## src/rtl/mem_pkg.sv

```systemverilog
// Shared types and helpers for the wait-state memory.
// Provides the FSM state type, the wait-state limit and the counter width.
package mem_pkg;

  typedef enum logic [1:0] {
    IDLE,
    BUSY,
    ACK
  } state_t;

  localparam int WAIT_MAX = 15;

  // Width of a down-counter that must hold values 0..w; never below 1 bit.
  function automatic int cnt_width(input int w);
    int cw;
    cw = $clog2(w + 1);
    return (cw < 1) ? 1 : cw;
  endfunction

endpackage

```

## src/rtl/mem_array.sv

```systemverilog
// Single-port synchronous RAM with per-byte write lanes, no reset.
// Ports: clk, en (access strobe), we, addr, be, wdata, rdata (updated on reads only).
module mem_array
  import mem_pkg::*;
#(
  parameter int AWIDTH = 5,
  parameter int DWIDTH = 8
) (
  input  logic                clk,
  input  logic                en,
  input  logic                we,
  input  logic [AWIDTH-1:0]   addr,
  input  logic [DWIDTH/8-1:0] be,
  input  logic [DWIDTH-1:0]   wdata,
  output logic [DWIDTH-1:0]   rdata
);

  localparam int DEPTH = 2 ** AWIDTH;
  localparam int LANES = DWIDTH / 8;

  logic [DWIDTH-1:0] mem [DEPTH];

  always_ff @(posedge clk) begin
    if (en) begin
      if (we) begin
        for (int i = 0; i < LANES; i++) begin
          if (be[i]) begin
            mem[addr][8*i +: 8] <= wdata[8*i +: 8];
          end
        end
      end else begin
        rdata <= mem[addr];
      end
    end
  end

endmodule

```

## src/rtl/wait_memory.sv

```systemverilog
// Single-port memory with valid/ready requests, WAIT wait states and byte enables.
// Ports: clk, rst_n, req/we/addr/wdata/be (request), clr_drop; ready, ack, rdata, drop.
module wait_memory
  import mem_pkg::*;
#(
  parameter int AWIDTH = 5,
  parameter int DWIDTH = 8,
  parameter int WAIT   = 0
) (
  input  logic                clk,
  input  logic                rst_n,
  input  logic                req,
  input  logic                we,
  input  logic [AWIDTH-1:0]   addr,
  input  logic [DWIDTH-1:0]   wdata,
  input  logic [DWIDTH/8-1:0] be,
  input  logic                clr_drop,
  output logic                ready,
  output logic                ack,
  output logic [DWIDTH-1:0]   rdata,
  output logic                drop
);

  if (WAIT < 0 || WAIT > WAIT_MAX) begin : g_bad_wait
    $error("wait_memory: WAIT must be in 0..15");
  end

  if (DWIDTH % 8 != 0 || DWIDTH < 8) begin : g_bad_dw
    $error("wait_memory: DWIDTH must be a nonzero multiple of 8");
  end

  localparam int CW = cnt_width(WAIT);
  localparam logic [CW-1:0] CNT_INIT = CW'(WAIT);

  state_t              state;
  logic [CW-1:0]       cnt;
  logic                r_we;
  logic [AWIDTH-1:0]   r_addr;
  logic [DWIDTH-1:0]   r_wdata;
  logic [DWIDTH/8-1:0] r_be;
  logic                rd_seen;
  logic                acc;
  logic [DWIDTH-1:0]   arr_q;

  // The array is touched only on the last BUSY cycle, from the latched copy.
  assign acc = (state == BUSY) && (cnt == '0);

  always_ff @(posedge clk or negedge rst_n) begin
    if (!rst_n) begin
      state   <= IDLE;
      cnt     <= '0;
      r_we    <= 1'b0;
      r_addr  <= '0;
      r_wdata <= '0;
      r_be    <= '0;
      ready   <= 1'b1;
      ack     <= 1'b0;
      rd_seen <= 1'b0;
    end else begin
      unique case (state)
        IDLE, ACK: begin
          if (req) begin
            state   <= BUSY;
            cnt     <= CNT_INIT;
            r_we    <= we;
            r_addr  <= addr;
            r_wdata <= wdata;
            r_be    <= be;
            ready   <= 1'b0;
            ack     <= 1'b0;
          end else begin
            state   <= IDLE;
            ready   <= 1'b1;
            ack     <= 1'b0;
          end
        end
        BUSY: begin
          if (cnt != '0) begin
            cnt     <= cnt - CW'(1);
          end else begin
            state   <= ACK;
            ready   <= 1'b1;
            ack     <= 1'b1;
            if (!r_we) begin
              rd_seen <= 1'b1;
            end
          end
        end
        default: begin
          state <= IDLE;
          ready <= 1'b1;
          ack   <= 1'b0;
        end
      endcase
    end
  end

  // A request while busy is discarded; setting beats clearing.
  always_ff @(posedge clk or negedge rst_n) begin
    if (!rst_n) begin
      drop <= 1'b0;
    end else if (req && !ready) begin
      drop <= 1'b1;
    end else if (clr_drop) begin
      drop <= 1'b0;
    end
  end

  mem_array #(
    .AWIDTH (AWIDTH),
    .DWIDTH (DWIDTH)
  ) u_array (
    .clk   (clk),
    .en    (acc),
    .we    (r_we),
    .addr  (r_addr),
    .be    (r_be),
    .wdata (r_wdata),
    .rdata (arr_q)
  );

  // The array output has no reset; mask it until the first read completes.
  assign rdata = rd_seen ? arr_q : '0;

endmodule

```

## config.mk

```make
export PLATFORM = sky130hd
export DESIGN_NAME = wait_memory
export DESIGN_NICKNAME = d
export VERILOG_FILES = /design/src/rtl/mem_pkg.sv /design/src/rtl/mem_array.sv /design/src/rtl/wait_memory.sv
export SDC_FILE = /design/constraint.sdc
export NUM_CORES = 1
export LEC_CHECK = 0
export BUFFER_PORTS_ARGS = -buffer_cell sky130_fd_sc_hd__buf_2
export CAP_MARGIN = 20
export CORE_UTILIZATION = 40
export DETAILED_ROUTE_END_ITERATION = 12
export GPL_TIMING_DRIVEN = 0
export SLEW_MARGIN = 10
export SYNTH_ARGS = -nofsm -noshare
export SYNTH_HDL_FRONTEND = slang
export SYNTH_SLANG_ARGS = --single-unit
```

## constraint.sdc

```tcl
create_clock -name clk -period 2.1 [get_ports clk]
set_input_delay 0 -clock clk [delete_from_list [all_inputs] [get_ports clk]]
set_output_delay 0 -clock clk [all_outputs]
set_load 0.05 [all_outputs]
```

==> metrics.cfg, run 1 <==
[timing]
number_of_hold_violations_in_the_final_report=0
highest_attainable_clock_frequency_mhz=470
timing.final.ws_setup_ns=-0.0264
final.setup.tns_ns=-0.0304
report.final.setup_viol=2
final_worst_path_cycle_share_pct=101
worst_pin_slew_ns=1.07
timing_max_transition_violations_final=0
period_needed_ns=2.13
relSlewSlack_pct=28.7
finClkSkew_ns=0.0101

[critical_path]
worstSetupEndpointType=register
setup.worst_path.start_class=register
critical_path_required_ns=2.48
r2r.worst_path.cells=5
critical_path.reg2reg.endpoint=u_array.rdata[2]
cp_top_family=simple AND/OR/NAND/NOR gates
worstSetupEndpoint=u_array.rdata[2]
worstPathBufferInverterCount=1
worstReg2RegStart=r_addr[0]
crit_arrival_ns=2.51
critical_path.startpoint=r_addr[0]
timing_worst_setup_path_type=register to register
timing.critical_path.depth=5
timing.critical_path.fanout_max=10
cpPeakStageDelay_ns=0.72
path_cells=buf_4, or4b_1, o22ai_1, nor4_4, nand2_1
timing.reg2reg.setup_slack_ns=-0.03
slowest_stage=or4b_1

[synth]
post_synth_inst_count=632
synth.net_count=651
ys_dominant_reg_cell=edfxtp_1
synthDominantCellAreaShare_pct=71.7
ys.warnings.count=0
synth.largest_area_cell=edfxtp_1
synth_top_cells_by_area=edfxtp_1 (72%), mux2i_1 (12%), dfrtp_1 (4.3%)
ys_ff_latch=284
part_of_the_yosys_area_used_for_sequential_elements_pct=76.2
synth_enable_flop_cells=264
postSynthAreaPerCell_um2=17.5
yosys.cell_types.count=27
postSynth.asyncResetShare_pct=7.04
synth.cell_area_mm2=0.0111

[pwr]
post-layout-total-power_mw=13.3
power_density_mw_per_mm2=973
total_leakage_power_nw=4.76
worst_vdd_ir_v=0.000743

[worst_hold_path]
whs_path_depth=4
worstHoldPathType=primary input to register

[finish]
multiInputGateArea_mm2=0.00291
nets=746
fillerInstances=2172
finalCoreUtilization_pct=50.7
stdcell_count=1087
seq_area_mm2=0.00844
post_route_cells_drive_above_1_share_pct=28.2
area.growth.synth_to_final_pct=23.8
diodes=0

[clocking]
htree_num_levels=1
cts_inserted_buffers=28
clock_tree_from_tritoncts=yes
cts_clk_pin_slew_worst_paths_ns=0.06
clkLatencyLatePin_ns=0.53
cts.root.buffer_cell=clkbuf_16
cts.path.max_buffers=3
sinks_on_the_clock_net=284

[routing]
routed_wire_length_per_instance_um=23.4
drt_first_iter_violations=488
ant_nets=0
vias=6052
first_pass_iters=6
drc_errors=0
postRouteWirelength_um=25400
routed_via_density=5.57

[floorplan]
floorplan.die_area_mm2=0.0283
die_x_um=168
start_util_pct=40.9
io-pin-count=30
core_mm2=0.0270
floorplan.rows=60
die_h_um=168

[grt]
gr-max-usage-layer=met2
globalRouteMet3Util_pct=2.87
gr-usage-met1_pct=24.6
track_usage_pct=18.0
total_overflow_reported_by_the_global_router=0
grt_start_max_net_pins=34
antenna_found_initial=0
grt_pass1_vias=6238
global_route_wire_length_before_repair_um=38000
grtUsageMet2_pct=29.7

[placed_design]
hpwlAfterDp_um=16500
placement.setup.worst_slack_ns=-0.850
placedCellCount=1006
port_buffers=29
placer_congestion=0.863

[flow_run]
cap_viol_max_count=0

[run_status]
outcome=finished, violations left
violations=setup timing

placed cells by master, fill, tap and decap left out, types with 3 or more instances in the layout:
| cell type | count |
|---|---|
| dfrtp_1 | 14 |
| o22ai_2 | 7 |
| dfrtp_2 | 5 |
| dlygate4sd3_1 | 20 |
| bufinv_16 | 3 |
| nor4_4 | 3 |
| nor2_1 | 4 |
| mux2_2 | 15 |
| nand4bb_1 | 3 |
| clkbuf_16 | 30 |
| nand2_1 | 8 |
| nor2_4 | 27 |
| buf_2 | 34 |
| nor4_1 | 3 |
| and2_1 | 8 |
| o22ai_1 | 58 |
| nand2_2 | 3 |
| nand4bb_2 | 3 |
| inv_1 | 4 |
| mux2i_1 | 125 |
| buf_4 | 18 |
| clkinv_1 | 10 |
| nand4b_1 | 5 |
| buf_8 | 7 |
| buf_12 | 11 |
| nor4_2 | 10 |
| clkinv_2 | 4 |
| buf_16 | 3 |
| buf_6 | 7 |
| nor3_4 | 4 |
| edfxtp_1 | 264 |
| mux2i_2 | 3 |
report_power, final:
group	switching (mW)	internal, mW
Clock	2.01	2.85
Combinational	1.05	0.762
Sequential	0.193	6.45
Total	3.25	10.1
tightest hold or removal path, delay by kind of cell:
family	cells	cell delay [ns]
buffers and inverters	2	0.17
muxes	1	0.25
and+or+nand+nor	1	0.14
stage by stage:
step	hold WS (ns)	instance area, um^2
final	0.0607	13700
after global routing	0.0921	13700
after CTS	0.0275	13300
after detailed placement	-0.0402	11700
after global placement	-0.0507	11600
after floorplan	-0.296	11100
cell type report:
cell class                      instances  share of cell area (%)
Multi-Input combinational cell        308                    21.3
Inverter                                4                   0.110
Buffer                                 25                    2.13
Tap cell                              341                    3.12
Timing Repair Buffer                   76                    5.30
Clock buffer                           31                    5.35
Clock inverter                         18                    1.14
Sequential cell                       284                    61.6
Yosys cell counts, types with 4 or more instances:
| cell type | instances |
|---|---|
| edfxtp_1 | 264 |
| mux2i_1 | 128 |
| o22ai_1 | 65 |
| nor2_1 | 32 |
| buf_2 | 20 |
| dfrtp_1 | 19 |
| nor4_1 | 16 |
| mux2_2 | 15 |
| nand2_1 | 12 |
| clkbuf_1 | 10 |
| and2_1 | 8 |
| nand4bb_1 | 6 |
| nand4b_1 | 5 |
| inv_1 | 4 |
| nor3_1 | 4 |
| or4b_1 | 4 |
state kept, by name, summed over array words and instances (netlist names), 5 cells and up:
register and count:
u_array.mem 256, r_wdata 8, u_array.rdata 8, r_addr 5
timing repair:
item	4_1_cts	5_1_grt
buffers inserted	14	6
endpoints found under the hold margin	36	0
resized for setup	102	61
setup endpoints to repair	264	182
hold buffers	20	0
pin swaps	15	11
gates cloned	0	0
per-layer routing:
metal | vias to the layer above | part of all wire, %
met1 | 3065 | 44
met4 | 0 | 2.6
met2 | 228 | 47
li1 | 2704 | -
met5 | - | 0
met3 | 55 | 6.2
worst min path at each step:
stage	start	end	slack [ns]
floorplan	rst_n	ack	-0.30
finish	req	r_wdata[7]	0.06
global placement	rst_n	r_wdata[5]	-0.05
CTS	req	r_be	0.03
detailed placement	rst_n	r_wdata[4]	-0.04
global route	req	r_wdata[7]	0.09
kinds of logic (layout without fill, tap and decap cells):
kind of cell | count (synthesis) | after routing | synth area share, %
AOI/OAI and AO/OA | 65 | 65 | 3.68
and+or+nand+nor | 100 | 100 | 5.23
muxes | 143 | 143 | 13.1
DFF | 284 | 284 | 76.2
buffers and inverters | 40 | 154 | 1.79
Note: power is estimated with default switching activity, not from simulation.
==> inputs of run 2 (changes only) <==
clock period = 2.7 ns   (was 2.1 ns; I/O delays follow)
==> run 2 against run 1 <==
The run still ends with setup timing left. Cell count is 0.64% lower. Sequential share of layout area grew 3.3 points. Register-to-register slack got worse by 0.14 ns. Critical endpoint is now u_array.rdata[0]. Largest cell class unchanged.
==> metrics.cfg, run 2 (synthesis results as in run 1) <==
[routing]
drt_first_iter_violations=401  ; was 488
vias=5874  ; was 6,052
ant_nets=0  ; unchanged
postRouteWirelength_um=24400  ; was 25,400 um
routed_wire_length_per_instance_um=22.6  ; was 23.4 um
drc_errors=0  ; unchanged
first_pass_iters=5  ; was 6
routed_via_density=5.44  ; was 5.57

[finish]
top_register=u_array.mem  ; unchanged
stdcell_count=1080  ; was 1,087
diodes=0  ; unchanged
largest_register_ff_count=256  ; unchanged
fillerInstances=2276  ; was 2,172
nets=737  ; was 746
post_route_cells_drive_above_1_share_pct=19.5  ; was 28.2%
most-common-layout-cells=edfxtp_1 (264), mux2i_1 (128), o22ai_1 (65)  ; was edfxtp_1 (264), mux2i_1 (125), o22ai_1 (58)
area.growth.synth_to_final_pct=17.5  ; was 23.8%
finalCoreUtilization_pct=48.1  ; was 50.7%
largest_registers=u_array.mem: 256 flops, r_wdata: 8 flops, u_array.rdata: 8 flops  ; unchanged
multiInputGateArea_mm2=0.00254  ; was 0.00291 mm^2
mostFrequentLayoutCell=edfxtp_1  ; unchanged
seq_area_mm2=0.00843  ; was 0.00844 mm^2

[placed_design]
hpwlAfterDp_um=16400  ; was 16,500 um
placedCellCount=1004  ; was 1,006
placer_congestion=0.859  ; was 0.863
placement.setup.worst_slack_ns=-0.325  ; was -0.850 ns
port_buffers=29  ; unchanged

[critical_path]
timing_worst_setup_path_type=register to register  ; unchanged
timing.critical_path.fanout_max=10  ; unchanged
cp_top_family=buffers and inverters  ; was simple AND/OR/NAND/NOR gates
crit_arrival_ns=3.11  ; was 2.51 ns
worstPathBufferInverterCount=3  ; was 1
worstSetupEndpointType=register  ; unchanged
slowest_stage=nor4_1  ; was or4b_1
critical_path_required_ns=2.94  ; was 2.48 ns
path_cells=clkbuf_1, buf_2, buf_2, mux2i_1, o22ai_1, nor4_1, nand2_1  ; was buf_4, or4b_1, o22ai_1, nor4_4, nand2_1
crit_path_frequent_cell=buf_2
cpPeakStageDelay_ns=0.54  ; was 0.72 ns
setup.worst_path.start_class=register  ; unchanged

[flow_run]
cap_viol_max_count=0  ; unchanged

[pwr]
post-layout-total-power_mw=10.3  ; was 13.3 mW
worst_vdd_ir_v=0.000515  ; was 0.000743 V
power_density_mw_per_mm2=792  ; was 973 mW/mm^2
total_leakage_power_nw=4.53  ; was 4.76 nW

[timing]
timing.final.ws_setup_ns=-0.169  ; was -0.0264 ns
highest_attainable_clock_frequency_mhz=349  ; was 470 MHz
worst_pin_slew_ns=1.06  ; was 1.07 ns
report.final.setup_viol=36  ; was 2
grt_setup_unrepaired=true
finClkSkew_ns=0.00885  ; was 0.0101 ns
relSlewSlack_pct=29.4  ; was 28.7%
number_of_hold_violations_in_the_final_report=0  ; unchanged
period_needed_ns=2.87  ; was 2.13 ns
final_worst_path_cycle_share_pct=106  ; was 101%
timing_max_transition_violations_final=0  ; unchanged
final.setup.tns_ns=-2.35  ; was -0.0304 ns

[run_status]
outcome=finished, violations left  ; unchanged
violations=setup timing  ; unchanged

[clocking]
htree_num_levels=1  ; unchanged
cts.path.max_buffers=3  ; unchanged
cts.root.buffer_cell=clkbuf_16  ; unchanged
cts_inserted_buffers=29  ; was 28
clock_tree_from_tritoncts=yes  ; unchanged
clkLatencyLatePin_ns=0.53  ; about the same
sinks_on_the_clock_net=284  ; unchanged
cts_clk_pin_slew_worst_paths_ns=0.06  ; about the same

[floorplan]
core_mm2=0.0270  ; unchanged
floorplan.rows=60  ; unchanged
floorplan.die_area_mm2=0.0283  ; unchanged
die_h_um=168  ; unchanged
io-pin-count=30  ; unchanged
start_util_pct=40.9  ; unchanged
die_x_um=168  ; unchanged

[grt]
total_overflow_reported_by_the_global_router=0  ; unchanged
antenna_found_initial=0  ; unchanged
grt_start_max_net_pins=34  ; unchanged
global_route_wire_length_before_repair_um=36800  ; was 38,000 um
grt_pass1_vias=5902  ; was 6,238
track_usage_pct=17.6  ; was 18.0%

[worst_hold_path]
worstHoldPathType=primary input to register  ; unchanged

[run 2: per-stage QoR]
stage / hold WS, ns / cell area [um^2]
final: 0.0875 / 13000
after global routing: 0.123 / 13000
after floorplan: -0.296 / 11100
after detailed placement: -0.0325 / 11700
after CTS: 0.0361 / 12900
after global placement: -0.0465 / 11600
[run 2: worst paths after layout]
check	start	to	slack, ns	cells past startpoint
setup / recovery	r_addr[1]	u_array.rdata[0]	-0.17	7
hold / removal	req	r_wdata[7]	0.09	4
setup reg to reg	r_addr[1]	u_array.rdata[0]	-0.17	7
hold reg to reg	ack	ack	0.47	1
max in group asynchronous	rst_n	r_wdata[6]	0.92	4
min in group asynchronous	rst_n	ready	0.49	3
[run 2: area by class of cell]
| cell class | instances | share of cell area [%] |
|---|---|---|
| buffer | 36 | 1.40 |
| clock buffer | 32 | 5.67 |
| inverter | 4 | 0.115 |
| multi-input combinational | 308 | 19.6 |
| timing repair buffer | 55 | 3.39 |
| clock inverter | 20 | 1.72 |
| sequential | 284 | 64.8 |
| tap | 341 | 3.28 |
[run 2: timing repair]
action,4_1_cts,5_1_grt
resized for setup,9,20
endpoints found under the hold margin,36,0
pin swaps,0,1
gates cloned,0,0
endpoints found under the setup margin,98,103
setup buffers,0,1
hold buffers,20,0
[run 2: worst reg2reg max path, stage by stage, from the launching register on]
cell and delay (ns):
dfrtp_1 0.32, clkbuf_1 0.36, buf_2 0.31, buf_2 0.41
mux2i_1 0.30, o22ai_1 0.16, nor4_1 0.54, nand2_1 0.19
[run 2: where the power goes]
| group | leakage, nW | internal (mW) | total [mW] | switching (mW) |
|---|---|---|---|---|
| Clock | 0.473 | 2.43 | 4.01 | 1.58 |
| Sequential | 2.61 | 5.02 | 5.19 | 0.168 |
| Combinational | 1.45 | 0.416 | 1.10 | 0.688 |
| Total | 4.53 | 7.86 | 10.3 | 2.44 |
[run 2: layer usage]
layer	up-vias	part of all wire, %	global-route usage, %
met4	0	1.8	4.70
met5	-	0	0
met1	2973	47	25.6
met2	183	46	28.0
met3	29	5.3	2.02
li1	2689	-	-
